### src/rtl/dvp_tx.sv
// dvp_tx: parallel camera-port (DVP) transmitter.
// Generates vsync/href frame timing and serialises RGB565 pixels high byte
// first, one byte per clock, pulling pixels through a pix_req handshake.
// Optional feature macro: DVP_TX_TEST_PATTERN_EN replaces the handshake with
// an internal 8-bar colour pattern.
module dvp_tx #(
    parameter int H_ACTIVE  = 800,
    parameter int V_ACTIVE  = 480,
    parameter int H_BLANK   = 16,
    parameter int VSYNC_LEN = 4,
    parameter int V_BACK    = 8,
    parameter int V_FRONT   = 8
) (
    input  logic        clk,
    input  logic        rst,
    input  logic        enable,
    output logic        pix_req,
    input  logic [15:0] pix_data,
    output logic        dvp_vsync,
    output logic        dvp_href,
    output logic [7:0]  dvp_data,
    output logic        frame_start,
    output logic        frame_done,
    output logic        busy
);

    localparam int LINE_LEN = 2 * H_ACTIVE + H_BLANK;
    localparam int CW = $clog2(LINE_LEN + V_ACTIVE + VSYNC_LEN + V_BACK + V_FRONT + 1);

    localparam logic [CW-1:0] H_LAST      = CW'(LINE_LEN - 1);
    localparam logic [CW-1:0] H_REQ_FIRST = CW'(LINE_LEN - 2);
    localparam logic [CW-1:0] H_ACT_END   = CW'(2 * H_ACTIVE);
    localparam logic [CW-1:0] H_REQ_LIM   = CW'(2 * H_ACTIVE - 2);
    localparam logic [CW-1:0] VS_LAST     = CW'(VSYNC_LEN - 1);
    localparam logic [CW-1:0] VB_LAST     = CW'(V_BACK - 1);
    localparam logic [CW-1:0] VA_LAST     = CW'(V_ACTIVE - 1);
    localparam logic [CW-1:0] VF_LAST     = CW'(V_FRONT - 1);

    typedef enum logic [2:0] {
        ST_IDLE,
        ST_VSYNC,
        ST_VBACK,
        ST_ACTIVE,
        ST_VFRONT
    } state_t;

    state_t          state, state_nx;
    logic [CW-1:0]   h, v, h_nx, v_nx, v_last;
    logic [7:0]      low_byte;
    logic [15:0]     pixel;
    logic            href_nx, hi_slot, req_nx;
    logic [7:0]      data_nx;

`ifdef DVP_TX_TEST_PATTERN_EN
    // Bars narrower than one pixel make no sense, so small lines use width 1.
    localparam int BAR_W_INT = (H_ACTIVE / 8 < 1) ? 1 : H_ACTIVE / 8;
    localparam logic [CW-1:0] BAR_W = CW'(BAR_W_INT);

    logic [CW-1:0] pix_idx, bar;

    // Colour of the pixel about to be shown; leftover pixels extend the last bar.
    always_comb begin
        pixel   = 16'h0000;
        pix_idx = h_nx >> 1;
        bar     = pix_idx / BAR_W;
        if (bar > CW'(7)) begin
            bar = CW'(7);
        end
        case (bar[2:0])
            3'd0: pixel = 16'hFFFF;
            3'd1: pixel = 16'hFFE0;
            3'd2: pixel = 16'h07FF;
            3'd3: pixel = 16'h07E0;
            3'd4: pixel = 16'hF81F;
            3'd5: pixel = 16'hF800;
            3'd6: pixel = 16'h001F;
            default: pixel = 16'h0000;
        endcase
    end
`else
    // External pixels arrive on pix_data the cycle after each request.
    always_comb begin
        pixel = pix_data;
    end
`endif

    // Number of the last line belonging to the current state.
    always_comb begin
        v_last = '0;
        case (state)
            ST_VSYNC:  v_last = VS_LAST;
            ST_VBACK:  v_last = VB_LAST;
            ST_ACTIVE: v_last = VA_LAST;
            ST_VFRONT: v_last = VF_LAST;
            default:   v_last = '0;
        endcase
    end

    // Next frame position: enable only matters in IDLE and at the end of VFRONT.
    always_comb begin
        state_nx = state;
        h_nx     = h;
        v_nx     = v;
        case (state)
            ST_IDLE: begin
                h_nx = '0;
                v_nx = '0;
                if (enable) begin
                    state_nx = ST_VSYNC;
                end
            end
            default: begin
                if (h == H_LAST) begin
                    h_nx = '0;
                    if (v == v_last) begin
                        v_nx = '0;
                        case (state)
                            ST_VSYNC:  state_nx = ST_VBACK;
                            ST_VBACK:  state_nx = ST_ACTIVE;
                            ST_ACTIVE: state_nx = ST_VFRONT;
                            ST_VFRONT: state_nx = enable ? ST_VSYNC : ST_IDLE;
                            default:   state_nx = ST_IDLE;
                        endcase
                    end else begin
                        v_nx = v + 1'b1;
                    end
                end else begin
                    h_nx = h + 1'b1;
                end
            end
        endcase
    end

    // Output values for the coming cycle, derived from the next frame position
    // so that every output can be registered yet stay aligned with the counters.
    always_comb begin
        href_nx = (state_nx == ST_ACTIVE) && (h_nx < H_ACT_END);
        hi_slot = href_nx && !h_nx[0];
`ifdef DVP_TX_TEST_PATTERN_EN
        req_nx  = 1'b0;
`else
        req_nx  = ((state_nx == ST_ACTIVE) && !h_nx[0] && (h_nx < H_REQ_LIM)) ||
                  ((h_nx == H_REQ_FIRST) &&
                   (((state_nx == ST_VBACK) && (v_nx == VB_LAST)) ||
                    ((state_nx == ST_ACTIVE) && (v_nx != VA_LAST))));
`endif
        if (!href_nx) begin
            data_nx = 8'h00;
        end else if (hi_slot) begin
            data_nx = pixel[15:8];
        end else begin
            data_nx = low_byte;
        end
    end

    // Frame position, byte pipeline and all registered outputs.
    always_ff @(posedge clk or posedge rst) begin
        if (rst) begin
            state       <= ST_IDLE;
            h           <= '0;
            v           <= '0;
            low_byte    <= 8'h00;
            pix_req     <= 1'b0;
            dvp_vsync   <= 1'b0;
            dvp_href    <= 1'b0;
            dvp_data    <= 8'h00;
            frame_start <= 1'b0;
            frame_done  <= 1'b0;
            busy        <= 1'b0;
        end else begin
            state       <= state_nx;
            h           <= h_nx;
            v           <= v_nx;
            if (hi_slot) begin
                low_byte <= pixel[7:0];
            end
            pix_req     <= req_nx;
            dvp_vsync   <= (state_nx == ST_VSYNC);
            dvp_href    <= href_nx;
            dvp_data    <= data_nx;
            frame_start <= (state_nx == ST_VSYNC) && (h_nx == '0) && (v_nx == '0);
            frame_done  <= (state_nx == ST_VFRONT) && (h_nx == H_LAST) && (v_nx == VF_LAST);
            busy        <= (state_nx != ST_IDLE);
        end
    end

endmodule

### config.mk
export PLATFORM = sky130hd
export DESIGN_NAME = dvp_tx
export DESIGN_NICKNAME = d
export VERILOG_FILES = /design/src/rtl/dvp_tx.sv
export SDC_FILE = /design/constraint.sdc
export NUM_CORES = 1
export LEC_CHECK = 0
export CAP_MARGIN = 5
export CORE_UTILIZATION = 55
export CTS_CLUSTER_SIZE = 14
export DETAILED_ROUTE_END_ITERATION = 8
export PLACE_DENSITY = 0.79
export SETUP_SLACK_MARGIN = 0.3
export SYNTH_ARGS = -nofsm -noshare
export SYNTH_HDL_FRONTEND = slang
export SYNTH_SLANG_ARGS = --single-unit
### constraint.sdc
create_clock -name clk -period 6.9 [get_ports clk]
set_clock_uncertainty 0.2 [all_clocks]
set_input_delay 2.07 -clock clk [delete_from_list [all_inputs] [get_ports clk]]
set_output_delay 2.07 -clock clk [all_outputs]
set_load 0.02 [all_outputs]
==> summary.log, run 1 <==
qor: sta.highest_achievable_clock_rate 270 MHz
qor: drt.drt-initial-drc-count 202
qor: setup_path.crit_arrival 3700 ps
qor: final_layout.finalNetCount 356
qor: clock_tree.clkLatencyLatePin 300 ps
qor: clock_tree.clock-root-buffer clkbuf_8
qor: sta.finalHoldViolCount 0
qor: min_path.hp-class reg2reg
qor: global_routing.antenna_found_initial 0
qor: synth.synth-seq-cells 49
qor: drt.postRouteAntennaNets 0
qor: clock_tree.postcts_resize_cnt 0
qor: setup_path.cpLargestDelayFamily simple AND/OR/NAND/NOR gates
qor: global_routing.groute.usage.overall 25.7%
qor: sta.final_max_slew_violation_count 0
qor: clock_tree.cts.clk_slew.worst_paths 90 ps
qor: setup_path.critical-path-slowest-cell or3_1
qor: synth.portion_of_the_post_synthesis_area_used_by_sequential_elements 43.1%
qor: setup_path.critPathKind reg2reg
qor: status.run_status finished clean
qor: drt.vias 2452
qor: synth.synth_enable_flop_cells 0
qor: synth.synthCells 319
qor: final_layout.drive_above_1_share 8.93%
qor: global_routing.overflow 0
qor: final_layout.layout.core_utilization 67.5%
qor: global_routing.grt_max_degree 50
qor: clock_tree.clock_sinks 49
qor: pwr.leakage 1.36 nW
qor: drt.post_drt_wl_per_cell 16.1 um
qor: die.die_h 73.9 um
qor: global_routing.first_global_vias 2174
qor: synth.syn_area 2840 um^2
qor: setup_path.path_max_fanout 11
qor: die.top_level_ports 33
qor: placement.numPortBuffers 32
qor: synth.synth-async-reset-ratio 100%
qor: die.fp.dieArea 5460 um^2
qor: placement.placed_cells_incl_taps 395
qor: drt.viasPerCell 6.08
qor: clock_tree.cts-htree-levels 2
qor: drt.detailedRoute.firstPassIterationCount 5
qor: die.core.rowCount 25
qor: clock_tree.cts_inserted_buffers 5
qor: pwr.cellPowerDensity 205 nW/um^2
qor: clock_tree.cts_tree built
qor: placement.place.detailed.hpwl 4660 um
qor: setup_path.cp_slowest_stage_delay 600 ps
qor: setup_path.endpoint_required_time_on_the_critical_path 6890 ps
qor: global_routing.grt_pass1_wl 10700 um
qor: drt.drc 0
qor: synth.yosysWarnings 0
qor: sta.finalCriticalPeriod 3700 ps
qor: placement.dp_slack 3260 ps
qor: setup_path.endpoint_kind flip-flop
qor: die.floorplan.initialDensity 58.6%
qor: drt.wl 6490 um
qor: die.die_span_in_x 73.9 um
qor: setup_path.cp-start-kind flip-flop
qor: final_layout.insertedDiodeCount 0
qor: synth.synth.lib_cells_used.distinct 48
qor: final_layout.fillers 399
qor: synth.postSynth.topFlopCell dfrtp_1
qor: sta.tightest_slew 994 ps
qor: synth.synth_fp_nets 340
qor: clock_tree.holdBufCountCts 0
qor: final_layout.layout.cells.non_filler 403
qor: die.floorplan_core_area 4850 um^2
qor: clock_tree.cts.repair_timing.setup_buffer_count 0
qor: clock_tree.clk_path_buf_depth 2
qor: run.total_of_max_cap_violations 0
qor: sta.timing.final.ws_setup 3200 ps
qor: setup_path.critical_path.n_buffers_inverters 0
qor: sta.timing.hold.ws 315 ps
qor: sta.setup_repair_after_global_routing_missed_its_margin false
qor: synth.avg_inst_size_synth 8.91 um^2
qor: sta.finalSetupViolCount 0
qor: final_layout.areaGrowthSynthToFinish 15.1%
qor: sta.post-route-period-util 53.7%
qor: sta.worst_slew_margin_rel 33.6%
qor: sta.setup_total_negative_slack 0 ps
qor: placement.gpl.final_weighted_congestion 0.915
qor: pwr.vdd_drop_max 0.109 mV
qor: setup_path.critical_path.cell_chain ha_1 > nand3_1 > or3_1 > a211oi_1 > o21a_1 > mux2i_1 > or2_2 > mux2_2
## cells in the mapped netlist, drive strengths merged, types with 2 or more instances
library cell,number,area [um^2]
a31o,2,17.5
dfrtp,49,1230
a211oi,5,37.5
mux2i,4,40.0
o21ai,5,25.0
buf,4,22.5
xor2,10,87.6
mux2,9,101
or2,4,25.0
nor4b,2,23.8
nand2,35,131
or4b,4,40.0
nor3,14,70.1
nand4,9,56.3
inv,5,18.8
or4,5,37.5
and3,4,25.0
nand4b,2,17.5
a211o,2,17.5
nor2,40,150
xnor2,16,140
clkbuf,20,75.1
nor4,8,50.1
ha,2,25.0
and2,3,18.8
o21a,3,22.5
or3,5,31.3
a31oi,5,31.3
o41ai,2,17.5
nand3b,3,22.5
nand3,13,65.1
o31ai,2,15.0
a21oi,12,60.1
## per-layer routing
layer | track usage (%) | vias up | share of wire (%)
met5 | 0 | - | 0
met4 | 7.05 | 0 | 1.2
met3 | 5.35 | 10 | 7.6
met2 | 39.2 | 101 | 44
met1 | 37.0 | 1174 | 47
li1 | - | 1167 | -
## final timing paths
path	start	endpoint	slack [ps]	cells past startpoint
setup reg to reg	h[0]	low_byte[5]	3200	8
min in group asynchronous	rst	frame_done	2120	2
hold reg to reg	low_byte[3]	low_byte[3]	310	1
hold / removal	low_byte[3]	low_byte[3]	310	1
setup / recovery	h[0]	low_byte[5]	3200	8
max in group asynchronous	rst	h[11]	3760	2
## registers in the layout, indices dropped and copies added (netlist names), 3 cells and up
| signal | flops |
|---|---|
| state | 3 |
| h | 12 |
| dvp_data | 8 |
| v | 12 |
| low_byte | 8 |
## cell usage in the layout, fill, tap and decap left out, types with 3 or more instances in the layout
cell type        Yosys  final
a211oi_1             5      5
a21oi_1             12     12
a31oi_1              5      5
and3_1               4      4
clkbuf_8             0      5
clkdlybuf4s50_1      0     32
dfrtp_1             49     49
inv_1                5      4
mux2_2               9      9
mux2i_1              4      4
nand2_1             35     35
nand3_1             13     13
nand3b_1             3      3
nand4_1              9      9
nor2_1              40     40
nor3_1              14     14
nor4_1               8      8
o21a_1               3      3
o21ai_0              5      5
or2_2                4      4
or3_1                5      5
or4_1                5      5
or4b_2               3      3
xnor2_1             16     16
xor2_1              10     10
## power breakdown
part	switching, W	total [W]	internal [W]	leakage, nW
clock	0.0000998	0.000208	0.000109	0.0543
sequential	0.0000262	0.000332	0.000305	0.645
combinational	0.0000746	0.000132	0.0000570	0.659
total	0.000201	0.000671	0.000471	1.36
## final cells by class
class                      instances  area (um^2)  area share (%)
timing repair buffer              33          328            10.0
clock inverter                     3         46.3            1.41
inverter                           5         18.8           0.574
multi-input combinational        241         1500            45.9
sequential                        49         1230            37.5
tap                               67         83.8            2.56
clock buffer                       5         68.8            2.10
## stage by stage
| step | instance area [um^2] | power [W] |
|---|---|---|
| 6_report | 3270 | 0.000671 |
| 5_1_grt | 3270 | 0.000706 |
| 4_1_cts | 3270 | 0.000675 |
| 3_5_place_dp | 3160 | 0.000468 |
| 3_3_place_gp | 3160 | 0.000465 |
| 2_1_floorplan | 2840 | 0.000426 |
## worst reg2reg max path, delay by kind of cell (launching register included)
family / cells / cell delay [ps]
DFF: 1 / 450
adders and majority gates: 1 / 360
and+or+nand+nor: 3 / 1120
AOI/OAI and AO/OA: 2 / 740
muxes: 2 / 720
## cells by family after synthesis
| group | Yosys count | synth area share, % |
|---|---|---|
| xor+xnor | 26 | 8.01 |
| buf+inv | 29 | 4.09 |
| simple gates | 156 | 28.4 |
| compound gates | 44 | 10.5 |
| fa+ha+maj | 2 | 0.880 |
| mux | 13 | 4.97 |
| flops | 49 | 43.1 |
(Power assumes the default switching activity.)
==> run 2, diff against run 1 <==
- clock period: 6.9 -> 3.84 ns (I/O delays scaled with it)
==> run 2 against run 1 <==
Against the previous run:
- highest routed layer unchanged
- cell area rose by 2.2%
- total power up 75%
- largest cell class unchanged
- sequential share of layout area down 0.81 points
- wire length up 7.5%
- worst hold slack improved by 6.9 ps
- first-iteration DRC count up 30%
==> summary.log, run 2 (synthesis results as in run 1) <==
qor: status.run_status finished clean [unchanged]
qor: global_routing.groute.usage.overall 27.2% [was 25.7%]
qor: clock_tree.clk_path_buf_depth 2 [unchanged]
qor: sta.final_max_slew_violation_count 0 [unchanged]
qor: drt.highest-signal-layer met4 [unchanged]
qor: placement.placed_cells_incl_taps 405 [was 395]
qor: clock_tree.clock_sinks 49 [unchanged]
qor: die.floorplan.initialDensity 58.6% [unchanged]
qor: final_layout.finalNetCount 366 [was 356]
qor: placement.numPortBuffers 32 [unchanged]
qor: drt.detail_route.wirelength.met1 3060 um [was 3030 um]
qor: drt.wl 6970 um [was 6490 um]
qor: global_routing.overflow 0 [unchanged]
qor: min_path.holdCritStartpoint low_byte[2] [was low_byte[3]]
qor: sta.timing.final.ws_setup 432 ps [was 3200 ps]
qor: drt.post_drt_wl_per_cell 16.9 um [was 16.1 um]
qor: final_layout.layout_commonest_cell dfrtp_1 [unchanged]
qor: sta.finalHoldViolCount 0 [unchanged]
qor: die.fp.dieArea 5460 um^2 [unchanged]
qor: setup_path.path_max_fanout 7 [was 11]
qor: drt.drc 0 [unchanged]
qor: setup_path.reg2reg_setup_slack 430 ps [was 3200 ps]
qor: drt.met2WireLength 3150 um [was 2880 um]
qor: final_layout.fillers 387 [was 399]
qor: final_layout.register_area 1230 um^2 [unchanged]
qor: global_routing.grt_max_degree 21 [was 50]
qor: sta.worst_slew_margin_rel 61.5% [was 33.6%]
qor: run.total_of_max_cap_violations 0 [unchanged]
qor: final_layout.insertedDiodeCount 0 [unchanged]
qor: final_layout.top_regs h x12, v x12 [unchanged]
qor: pwr.cellPowerDensity 351 nW/um^2 [was 205 nW/um^2]
qor: final_layout.multiInputGateArea 1520 um^2 [was 1500 um^2]
qor: min_path.worst_hold_path.num_cells 1 [unchanged]
qor: sta.post-route-period-util 88.7% [was 53.7%]
qor: pwr.leakage 1.40 nW [was 1.36 nW]
qor: final_layout.layout.cells.non_filler 413 [was 403]
qor: final_layout.drive_above_1_share 12.4% [was 8.93%]
qor: die.die_span_in_x 73.9 um [unchanged]
qor: placement.place.detailed.hpwl 5040 um [was 4660 um]
qor: pwr.vdd_drop_max 0.219 mV [was 0.109 mV]
qor: drt.viasPerCell 6.29 [was 6.08]
qor: clock_tree.clkLatencyLatePin 320 ps [was 300 ps]
qor: clock_tree.cts.clk_slew.worst_paths 100 ps [was 90 ps]
qor: die.floorplan_core_area 4850 um^2 [unchanged]
qor: die.top_level_ports 33 [unchanged]
qor: setup_path.critPathKind reg2reg [unchanged]
qor: sta.tightest_slew 572 ps [was 994 ps]
qor: clock_tree.cts-htree-levels 2 [unchanged]
qor: global_routing.antenna_found_initial 0 [unchanged]
qor: sta.setup_total_negative_slack 0 ps [unchanged]
qor: global_routing.first_global_vias 2388 [was 2174]
qor: setup_path.endpoint_required_time_on_the_critical_path 3870 ps [was 6890 ps]
qor: setup_path.crit_arrival 3430 ps [was 3700 ps]
qor: setup_path.endpoint_kind flip-flop [unchanged]
qor: min_path.hp-class reg2reg [unchanged]
qor: placement.dp_slack 369 ps [was 3260 ps]
qor: placement.gpl.final_weighted_congestion 0.946 [was 0.915]
qor: clock_tree.cts_inserted_buffers 5 [unchanged]
qor: setup_path.worstReg2RegStart h[7] [was h[0]]
qor: drt.detailedRoute.firstPassIterationCount 4 [was 5]
qor: clock_tree.holdBufCountCts 0 [unchanged]
qor: drt.drt-initial-drc-count 263 [was 202]
qor: setup_path.cp-start-kind flip-flop [unchanged]
qor: final_layout.areaGrowthSynthToFinish 17.6% [was 15.1%]
qor: clock_tree.clock-root-buffer clkbuf_8 [unchanged]
qor: sta.finalSetupViolCount 0 [unchanged]
qor: min_path.hold_path_end low_byte[2] [was low_byte[3]]
qor: drt.vias 2599 [was 2452]
qor: final_layout.final_cell_mix dfrtp_1 (49), nor2_1 (40), nand2_1 (35) [unchanged]
qor: drt.met3WireLength 593 um [was 496 um]
qor: sta.highest_achievable_clock_rate 293 MHz [was 270 MHz]
qor: sta.finalCriticalPeriod 3410 ps [was 3700 ps]
qor: die.core.rowCount 25 [unchanged]
qor: clock_tree.cts_tree built [unchanged]
qor: sta.setup_repair_after_global_routing_missed_its_margin false [unchanged]
qor: drt.postRouteAntennaNets 0 [unchanged]
qor: setup_path.worst_r2r_endpoint frame_done [was low_byte[5]]
qor: sta.timing.hold.ws 322 ps [was 315 ps]
qor: die.die_h 73.9 um [unchanged]
qor: setup_path.cell_depth_of_the_worst_flop_to_flop_path 7 [was 8]
qor: global_routing.grt_pass1_wl 11100 um [was 10700 um]
==> run 2: through the flow <==
stage | total power, W | area [um^2] | utilization, %
finish | 0.00117 | 3340 | 69.0
global route | 0.00123 | 3340 | 69.0
detailed placement | 0.000847 | 3230 | 66.7
global placement | 0.000842 | 3230 | 66.7
floorplan | 0.000766 | 2840 | -
CTS | 0.00116 | 3330 | 68.6
==> run 2: critical path, stage by stage, from the launching register on <==
cell	delay, ps
dfrtp_1	430
or4b_4	590
or3_1	400
or3_1	360
a211o_1	270
or3_1	360
or4_1	490
nor4b_2	210
==> run 2: timing repair <==
item                                    CTS  global route
buffers inserted                          0             0
endpoints found under the setup margin    0            19
gates resized for setup                   0             5
==> run 2: area by class of cell <==
| cell class | instances | area share (%) |
|---|---|---|
| Multi-Input combinational cell | 241 | 45.4 |
| Sequential cell | 49 | 36.7 |
| Timing Repair Buffer | 43 | 12.0 |
| Tap cell | 67 | 2.51 |
| Clock buffer | 5 | 2.06 |
| Clock inverter | 3 | 0.748 |
| Inverter | 5 | 0.561 |
==> run 2: worst max path at each step <==
stage                     start     endpoint  slack [ps]  cells after the start
final                      h[7]   frame_done         430                      7
after global placement     h[7]   frame_done         420                      7
after floorplan            h[7]  low_byte[0]         520                     11
after global routing       h[7]   frame_done         300                      8
after CTS                  h[7]         busy         340                      7
after detailed placement   h[7]         busy         370                      7
==> run 2: where the power goes <==
| part | internal [W] | leakage [nW] | switching, W |
|---|---|---|---|
| Combinational | 0.000116 | 0.712 | 0.000145 |
| Clock | 0.000132 | 0.0447 | 0.000188 |
| Sequential | 0.000549 | 0.645 | 0.0000462 |
| Total | 0.000796 | 1.40 | 0.000379 |
==> run 2: metal layers <==
metal | vias to the layer above | GRT usage (%)
li1 | 1190 | -
met3 | 18 | 6.17
met5 | - | 0
met2 | 136 | 42.6
met4 | 0 | 10.7
met1 | 1255 | 36.6
==> run 3, diff against run 2 <==
- CTS_CLUSTER_SIZE: 14 -> unset
==> results of run 3 <==
Final layout, timing and power as in run 2 (identical DEF).
